## src/rtl/nand_op_sched.sv

```systemverilog
`timescale 1ns/1ps
// Round-robin operation scheduler in front of the NAND byte-cycle engine: expands
// READ/PROG/ERAS/RSET requests into command/address bytes, waits on F_nRB, reports status.
module nand_op_sched #(
   parameter logic [15:0] TIMEOUT_CYCLES = 16'd50000,
   parameter logic [3:0]  NRB_LOW_WIN    = 4'd8
) (
   input  logic        P_clk,
   input  logic        P_nrst,
   input  logic        R0_Valid,
   input  logic        R1_Valid,
   input  logic [1:0]  R0_Op,
   input  logic [1:0]  R1_Op,
   input  logic [39:0] R0_Addr,
   input  logic [39:0] R1_Addr,
   input  logic [7:0]  R0_Length,
   input  logic [7:0]  R1_Length,
   output logic        R0_Ready,
   output logic        R1_Ready,
   output logic [7:0]  C_Cmd,
   output logic [7:0]  C_Addr,
   output logic [7:0]  C_Length,
   output logic        S_Valid,
   output logic        S_Kind,
   input  logic        S_Ready,
   input  logic        F_nRB,
   input  logic [7:0]  C_Status,
   input  logic        C_StatusValid,
   output logic        Done,
   output logic        Done_Id,
   output logic [1:0]  Done_Err
);
   typedef enum logic [3:0] {
      IDLE, GRANT, CMD1, ADDR, CMD2, WAIT_LO, WAIT_HI, STAT_CMD, STAT_RD, DONE
   } state_t;

   localparam logic [1:0] OP_READ = 2'b00;
   localparam logic [1:0] OP_PROG = 2'b01;
   localparam logic [1:0] OP_ERAS = 2'b10;
   localparam logic [1:0] OP_RSET = 2'b11;

   state_t      state_q, state_d;
   logic        win_q, win_d;
   logic        id_q, id_d;
   logic        last_q, last_d;
   logic [1:0]  op_q, op_d;
   logic [1:0]  err_q, err_d;
   logic [39:0] addr_q, addr_d;
   logic [7:0]  len_q, len_d;
   logic [15:0] cnt_q, cnt_d;
   logic [2:0]  bidx_q, bidx_d;
   logic        nrb_meta_q, nrb_q;
   logic [2:0]  abyte;
   logic [2:0]  alast;
   logic        unused_status;

   // F_nRB is asynchronous to P_clk; idle level is "ready"
   always_ff @(posedge P_clk or negedge P_nrst) begin
      if (!P_nrst) begin
         nrb_meta_q <= 1'b1;
         nrb_q      <= 1'b1;
      end else begin
         nrb_meta_q <= F_nRB;
         nrb_q      <= nrb_meta_q;
      end
   end

   always_ff @(posedge P_clk or negedge P_nrst) begin
      if (!P_nrst) begin
         state_q <= IDLE;
         win_q   <= 1'b0;
         id_q    <= 1'b0;
         last_q  <= 1'b1;
         op_q    <= 2'b00;
         err_q   <= 2'b00;
         addr_q  <= 40'd0;
         len_q   <= 8'd0;
         cnt_q   <= 16'd0;
         bidx_q  <= 3'd0;
      end else begin
         state_q <= state_d;
         win_q   <= win_d;
         id_q    <= id_d;
         last_q  <= last_d;
         op_q    <= op_d;
         err_q   <= err_d;
         addr_q  <= addr_d;
         len_q   <= len_d;
         cnt_q   <= cnt_d;
         bidx_q  <= bidx_d;
      end
   end

   // Erase sends only the three row bytes, so its counter is offset onto Addr[23:16]
   assign abyte         = (op_q == OP_ERAS) ? bidx_q + 3'd2 : bidx_q;
   assign alast         = (op_q == OP_ERAS) ? 3'd2 : 3'd4;
   assign C_Length      = len_q;
   assign unused_status = ^C_Status[7:1];

   always_comb begin
      state_d  = state_q;
      win_d    = win_q;
      id_d     = id_q;
      last_d   = last_q;
      op_d     = op_q;
      err_d    = err_q;
      addr_d   = addr_q;
      len_d    = len_q;
      cnt_d    = cnt_q;
      bidx_d   = bidx_q;
      R0_Ready = 1'b0;
      R1_Ready = 1'b0;
      C_Cmd    = 8'h00;
      C_Addr   = 8'h00;
      S_Valid  = 1'b0;
      S_Kind   = 1'b0;
      Done     = 1'b0;
      Done_Id  = 1'b0;
      Done_Err = 2'b00;
      case (state_q)
         IDLE: begin
            if (R0_Valid || R1_Valid) begin
               win_d   = (R0_Valid && R1_Valid) ? ~last_q : R1_Valid;
               state_d = GRANT;
            end
         end
         GRANT: begin
            R0_Ready = ~win_q;
            R1_Ready = win_q;
            id_d     = win_q;
            op_d     = win_q ? R1_Op : R0_Op;
            addr_d   = win_q ? R1_Addr : R0_Addr;
            len_d    = win_q ? R1_Length : R0_Length;
            err_d    = 2'b00;
            state_d  = CMD1;
         end
         CMD1: begin
            S_Valid = 1'b1;
            case (op_q)
               OP_READ: C_Cmd = 8'h00;
               OP_PROG: C_Cmd = 8'h80;
               OP_ERAS: C_Cmd = 8'h60;
               default: C_Cmd = 8'hFF;
            endcase
            if (S_Ready) begin
               cnt_d   = 16'd0;
               bidx_d  = 3'd0;
               state_d = (op_q == OP_RSET) ? WAIT_LO : ADDR;
            end
         end
         ADDR: begin
            S_Valid = 1'b1;
            S_Kind  = 1'b1;
            case (abyte)
               3'd0:    C_Addr = addr_q[7:0];
               3'd1:    C_Addr = addr_q[15:8];
               3'd2:    C_Addr = addr_q[23:16];
               3'd3:    C_Addr = addr_q[31:24];
               default: C_Addr = addr_q[39:32];
            endcase
            if (S_Ready) begin
               if (bidx_q == alast) state_d = CMD2;
               else                 bidx_d  = bidx_q + 3'd1;
            end
         end
         CMD2: begin
            S_Valid = 1'b1;
            case (op_q)
               OP_PROG: C_Cmd = 8'h10;
               OP_ERAS: C_Cmd = 8'hD0;
               default: C_Cmd = 8'h30;
            endcase
            if (S_Ready) begin
               cnt_d   = 16'd0;
               state_d = WAIT_LO;
            end
         end
         WAIT_LO: begin
            // A busy pulse that never shows up means the array finished before we looked
            if (!nrb_q || cnt_q == {12'd0, NRB_LOW_WIN} - 16'd1) begin
               cnt_d   = 16'd0;
               state_d = WAIT_HI;
            end else begin
               cnt_d = cnt_q + 16'd1;
            end
         end
         WAIT_HI: begin
            if (nrb_q) begin
               state_d = (op_q == OP_PROG || op_q == OP_ERAS) ? STAT_CMD : DONE;
            end else if (cnt_q == TIMEOUT_CYCLES - 16'd1) begin
               err_d   = 2'b10;
               state_d = DONE;
            end else begin
               cnt_d = cnt_q + 16'd1;
            end
         end
         STAT_CMD: begin
            S_Valid = 1'b1;
            C_Cmd   = 8'h70;
            if (S_Ready) state_d = STAT_RD;
         end
         STAT_RD: begin
            if (C_StatusValid) begin
               err_d   = {1'b0, C_Status[0]};
               state_d = DONE;
            end
         end
         DONE: begin
            Done     = 1'b1;
            Done_Id  = id_q;
            Done_Err = err_q;
            last_d   = id_q;
            state_d  = IDLE;
         end
         default: state_d = IDLE;
      endcase
   end
endmodule

```

## config.mk

```make
export PLATFORM = sky130hd
export DESIGN_NAME = nand_op_sched
export DESIGN_NICKNAME = d
export VERILOG_FILES = /design/src/rtl/nand_op_sched.sv
export SDC_FILE = /design/constraint.sdc
export NUM_CORES = 1
export LEC_CHECK = 0
export BUFFER_PORTS_ARGS = -buffer_cell sky130_fd_sc_hd__clkbuf_2
export CORE_ASPECT_RATIO = 1.2
export CORE_MARGIN = 2
export CORE_UTILIZATION = 53
export CTS_BUF_LIST = sky130_fd_sc_hd__clkbuf_4
export DETAILED_ROUTE_END_ITERATION = 10
export PLACE_DENSITY = 0.87
export SLEW_MARGIN = 10
export SYNTH_ARGS = -nofsm -noshare
export SYNTH_HDL_FRONTEND = slang
export SYNTH_SLANG_ARGS = --single-unit
```

## constraint.sdc

```tcl
create_clock -name P_clk -period 2.16 [get_ports P_clk]
set_input_delay 0.216 -clock P_clk [delete_from_list [all_inputs] [get_ports P_clk]]
set_output_delay 0.216 -clock P_clk [all_outputs]
set_load 0.01 [all_outputs]
```

==> run metrics, run 1 <==
Final WS setup=-309.9 ps; Synth Flop Type=dfrtp_1; depth of the worst register-to-register path=7; CP Capture Type=output pin; worst-margin pin slew=610.5 ps; critical-path maximum fanout=6; pin count of the biggest net entering global routing=64; Mapped Cells=497; number of global-route vias before repair=4618; Arr. time, crit path=2250 ps; clock slew at reported path FFs=120 ps; DP Worst Slack=-219.8 ps; drt wl/cell=17.89 um; CTS max path bufs=2; final wirelength=13940 um; Routability Congestion=0.8442; placed cell count=741; sequential share of the synthesized area=42.94%; DR vias/cell=5.936; startpoint type of the worst setup path=flop; EDFF count, synth=0; CP Class=flop to output pin; Hold Fails Final Rpt=0; Die Height=106.8 um; area delta synth->final=32.76%; worst vdd ir=0.7777 mV; net count after synthesis=618; Slew Limit Fails=0; H-tree levels=3; CTS root buffer=clkbuf_4; FILL cells=560; synth unique cells=58; Num CTS Buffers=9; YS warnings=0; Final #Nets=778; TritonRoute pass-1 iters=5; clk sinks=80; Final Setup Violations=9; fmax=404.9 MHz; chip width=89.70 um; Yosys reg bits=80; DR DRC count=0; mapped cell area=0.004671 mm2; worst skew pair latency=450 ps; first-pass GRT wire length=21430 um; initial antenna violation count=0; GRT overflow=0; outcome=finished with violations; post-route ant nets=0; row count=37; mean post-synth cell area=9.398 um2; CTS tree=built; hold path depth=2; min cycle time layout=2470 ps; io pins=147; share of layout cells above drive strength 1=40.03%; Async SR Flop Fraction=100.0%; Pwr Density=1417 mW/mm2; Fin Clk Skew=23.72 ps; DR vias=4624; diode count=0; Non-Filler Instances=779; CP Data Required Time=1940 ps; Worst Hold Class=primary input to flop; RSZ-0062 raised after global routing=yes; Slew headroom=58.93%; Max-cap violations=0; Final period util=114.3%; leakage power total=2.922 nW; HPWL after DPL=9150 um; failing checks=setup timing; Die ar.=0.009583 mm2; I/O Buffers=139; gr usage total=29.04%; Initial Utilization=54.54%; Initial DRC Count=436; core area=0.008564 mm2
-- cell usage after synthesis (all sizes together) (5+ instances only) --
cell | count | area share (%)
a21oi | 69 | 7.4
a221oi | 8 | 1.5
a22oi | 9 | 1.4
and2 | 6 | 0.80
and3 | 6 | 0.80
buf | 21 | 2.4
clkbuf | 15 | 1.2
dfrtp | 77 | 41
ha | 6 | 1.6
inv | 10 | 0.80
mux2 | 7 | 1.8
mux2i | 52 | 11
nand2 | 15 | 1.2
nand2b | 5 | 0.83
nor2 | 83 | 6.7
nor2b | 8 | 1.1
nor3 | 8 | 1.2
nor4 | 5 | 1.3
o2111ai | 7 | 1.3
o21ai | 22 | 2.4
xor2 | 10 | 1.9
-- worst max-delay path, cell delays in order, from the launching register on --
cell	delay (ps)
dfrtp_2	480
ha_4	210
xnor2_2	190
a31oi_4	140
nor2b_4	240
buf_4	160
a22oi_1	80
a21oi_1	160
clkbuf_2	160
-- power by group --
part / internal (mW) / switching [mW] / total, mW
combinational: 2.23 / 2.79 / 5.02
clock: 0.624 / 0.528 / 1.15
sequential: 2.08 / 0.538 / 2.62
-- logic make-up after synthesis --
kind of cell | share of synthesized area (%)
adder cells (fa/ha/maj) | 1.607
multiplexers | 12.99
XOR/XNOR | 2.438
AO/OA/AOI/OAI | 18.35
AND/OR/NAND/NOR | 17.28
buffers and inverters | 4.393
flip-flops | 42.94
-- final cells by class --
type / instances / area (um2) / area share (%)
Sequential cell: 80 / 2016 / 32.51
Clock buffer: 12 / 90.09 / 1.453
Clock inverter: 4 / 95.09 / 1.533
Tap cell: 117 / 146.4 / 2.361
Timing Repair Buffer: 184 / 1099 / 17.72
Multi-Input combinational cell: 372 / 2718 / 43.83
Inverter: 10 / 37.54 / 0.6053
-- what timing repair did --
item                                    CTS  global route
hold buffers                              3             0
pin swaps                                14             8
cloned                                    0             1
hold endpoints to repair                 32             0
gates resized for setup                  36            27
setup buffers                            16             3
endpoints found under the setup margin   16            32
-- state kept, by name (all words and copies together) (netlist names) --
| register | flops |
|---|---|
| addr_q | 40 |
| cnt_q | 16 |
| C_Length | 8 |
| state_q | 4 |
| bidx_q | 3 |
| err_q | 2 |
| op_q | 2 |
| id_q | 1 |
| last_q | 1 |
| nrb_meta_q | 1 |
| nrb_q | 1 |
| win_q | 1 |
-- cell usage in the layout, fill, tap and decap left out, types with 4 or more instances in the layout --
cell / Yosys / final
and2_1: 6 / 5
mux2i_1: 52 / 51
dfrtp_1: 77 / 69
and3_1: 6 / 5
a221oi_1: 8 / 6
a22oi_1: 9 / 5
a21oi_1: 69 / 63
o2111ai_1: 7 / 7
nor2_1: 83 / 81
o21ai_0: 22 / 19
and4_1: 4 / 4
inv_1: 10 / 9
clkbuf_2: 0 / 136
a21oi_2: 0 / 6
nor3_1: 6 / 4
nand2_1: 15 / 15
buf_4: 5 / 36
a22oi_2: 0 / 4
xor2_1: 10 / 10
buf_12: 0 / 4
nand2b_1: 4 / 4
mux2_2: 5 / 5
nand3_1: 4 / 4
dfrtp_2: 0 / 8
clkbuf_4: 0 / 12
-- path summary, 6_finish.rpt --
path                                      startpoint                endpoint  slack (ps)
worst max register to register   op_q[1]$_DFFE_PN0P_  state_q[0]$_DFFE_PN0P_         -60
max in group asynchronous                     P_nrst         nrb_q$_DFF_PN1_        1210
worst max-delay path             op_q[1]$_DFFE_PN0P_               C_Addr[1]        -310
worst min register to register  nrb_meta_q$_DFF_PN1_         nrb_q$_DFF_PN1_         370
min in group asynchronous                     P_nrst  addr_q[25]$_DFFE_PN0P_         270
worst min-delay path                        R1_Valid       win_q$_DFFE_PN0P_          50
-- per-stage QoR --
step	setup TNS [ps]	cell area (um2)	hold slack (ps)	power, mW	utilization, %
3_5_place_dp	-817.5	5569	174.4	6.608	65.03
2_1_floorplan	0	4671	-79.59	5.345	-
5_1_grt	-3134	6201	27.28	9.274	72.40
6_report	-2274	6201	47.00	8.787	72.40
3_3_place_gp	-206.0	5569	169.4	6.417	65.03
4_1_cts	-1672	6053	23.52	8.240	70.68
-- layer usage --
metal	vias to the layer above	routed length, um	track usage [%]
met4	0	665	14.39
met5	-	0	0
li1	2108	-	-
met3	57	960	6.851
met1	2194	5052	34.20
met2	265	7261	48.58
(Power assumes the default switching activity.)
==> run 2, diff against run 1 <==
- CORE_UTILIZATION: 53 -> 52
- CTS_BUF_LIST: sky130_fd_sc_hd__clkbuf_4 -> sky130_fd_sc_hd__clkbuf_4 sky130_fd_sc_hd__clkbuf_8 sky130_fd_sc_hd__clkbuf_16
- PLACE_DENSITY: 0.87 -> 0.86
==> run 2 against run 1 <==
Effect of this change: the run still ends with setup timing left; combinational power rose by 1%; sequential share of layout area fell by 0.54 points; final area rose by 1.7%; maximum frequency rose by 3.0%; clock power rose by 9.6%; setup slack improved by 71 ps; via count fell by 0.32%; clock skew fell by 14 ps; total power rose by 3.2%; utilization rose by 0.44 points; first-iteration DRC count fell by 8.7%; largest power group unchanged.
==> run metrics, run 2 (synthesis results as in run 1) <==
DR vias/cell=5.917; Max-cap violations=0; share of layout cells above drive strength 1=41.24%; failing checks=setup timing; final wirelength=14060 um; max FFs per register=40; H-tree levels=3; critical-path maximum fanout=6; Reg with most FFs=addr_q; outcome=finished with violations; DR DRC count=0; first-pass GRT wire length=21130 um; clk sinks=80; most frequent cells in the layout=clkbuf_2 (132), nor2_1 (81), dfrtp_1 (69); Final WS setup=-239.0 ps; switching pwr=3.992 mW; TritonRoute pass-1 iters=8; Pwr Density=1439 mW/mm2; Net Sw Frac=44.00%; CTS root buffer=clkbuf_8; Final #Nets=778; worst-margin pin slew=629.4 ps; Die ar.=0.009759 mm2; Die Height=107.8 um; pin count of the biggest net entering global routing=67; worst vdd ir=0.9528 mV; initial antenna violation count=0; Initial Utilization=53.95%; I/O Buffers=139; RSZ-0062 raised after global routing=yes; DP Worst Slack=-192.4 ps; Hold Fails Final Rpt=0; placed inst area=0.005577 mm2; core area=0.008657 mm2; CP Capture Type=output pin; min cycle time layout=2399 ps; Internal=5.080 mW; CP Class=flop to output pin; startpoint type of the worst setup path=flop; gr usage total=27.36%; diode count=0; power share of the combinational group=56.0%; Initial DRC Count=398; GRT overflow=0; CP Data Required Time=1940 ps; FILL cells=572; Slew Limit Fails=0; post-route ant nets=0; Worst Hold Class=primary input to flop; fmax=416.8 MHz; chip width=90.52 um; number of global-route vias before repair=4449; Slew headroom=57.65%; CTS max path bufs=2; share of power burned in registers=30.1%; area of the multi-input gates=0.002768 mm2; HPWL after DPL=8940 um; clock network fraction of design power=13.9%; Final Setup Violations=8; DR vias=4609; Arr. time, crit path=2180 ps; commonest non-fill, non-tap cell in the layout=clkbuf_2; drt wl/cell=18.05 um; Sequential Area=0.002016 mm2; area delta synth->final=35.01%; Num CTS Buffers=9; io pins=147; Post-Layout Inst Area=0.006306 mm2; worst skew pair latency=360 ps; CTS tree=built; Routability Congestion=0.8601; clock slew at reported path FFs=90 ps; row count=37; leakage power total=2.944 nW; Final period util=111.1%; Fin Clk Skew=9.751 ps
## run 2: worst max-delay path, stage by stage (launching register included)
cell	delay [ps]
dfrtp_2	470
ha_4	230
xnor2_4	150
a31oi_4	230
nor2b_4	80
buf_12	140
a22oi_2	280
a21oi_2	110
clkbuf_2	140
## run 2: metal layers
layer / vias to the layer above / track usage, % / part of all wire, %
met5: - / 0 / 0
met4: 0 / 14.51 / 4.8
met3: 62 / 4.062 / 6.8
met2: 266 / 49.63 / 53
met1: 2170 / 31.08 / 36
li1: 2111 / - / -
## run 2: metrics by stage
step	power, mW	util, %	hold slack [ps]	instances	TNS (ps)
final	9.072	72.84	81.72	779	-1081
after floorplan	5.345	-	-79.59	497	0
after detailed placement	6.588	64.42	234.5	742	-1284
after global routing	9.622	72.84	99.19	779	-1817
after global placement	6.420	64.42	228.7	742	-815.8
after CTS	8.433	70.47	68.52	768	-766.2
## run 2: path summary, 6_finish.rpt
check                                     start                      to  slack [ps]  cells past startpoint
min reg2reg                nrb_meta_q$_DFF_PN1_         nrb_q$_DFF_PN1_         370                      0
max reg2reg                 op_q[1]$_DFFE_PN0P_  state_q[0]$_DFFE_PN0P_          30                      7
max in group asynchronous                P_nrst         nrb_q$_DFF_PN1_        1110                      3
min in group asynchronous                P_nrst    err_q[1]$_DFFE_PN0P_         380                      2
max                         op_q[1]$_DFFE_PN0P_               C_Addr[0]        -240                      8
min                               C_StatusValid  state_q[3]$_DFFE_PN0P_          80                      2
## run 2: area by class of cell
cell class                 count  area share [%]
clock inverter                 6           1.468
multi-input combinational    371           43.89
sequential                    80           31.96
inverter                      10          0.5952
tap                          117           2.321
clock buffer                  10           2.083
timing repair buffer         185           17.68
## run 2: timing repair
item / in CTS / in global routing
hold buffers: 2 / 0
pin swaps: 15 / 11
buffers inserted: 9 / 11
resized for setup: 44 / 35
endpoints found under the hold margin: 39 / 0
setup endpoints to repair: 14 / 18
## run 2: power groups by stage
stage	Combinational, mW	Sequential (mW)	Clock, mW
after floorplan	2.98	2.36	0
after global placement	3.82	2.60	0
after detailed placement	3.96	2.63	0
after CTS	4.47	2.68	1.28
after global routing	5.51	2.78	1.34
final	5.08	2.73	1.26
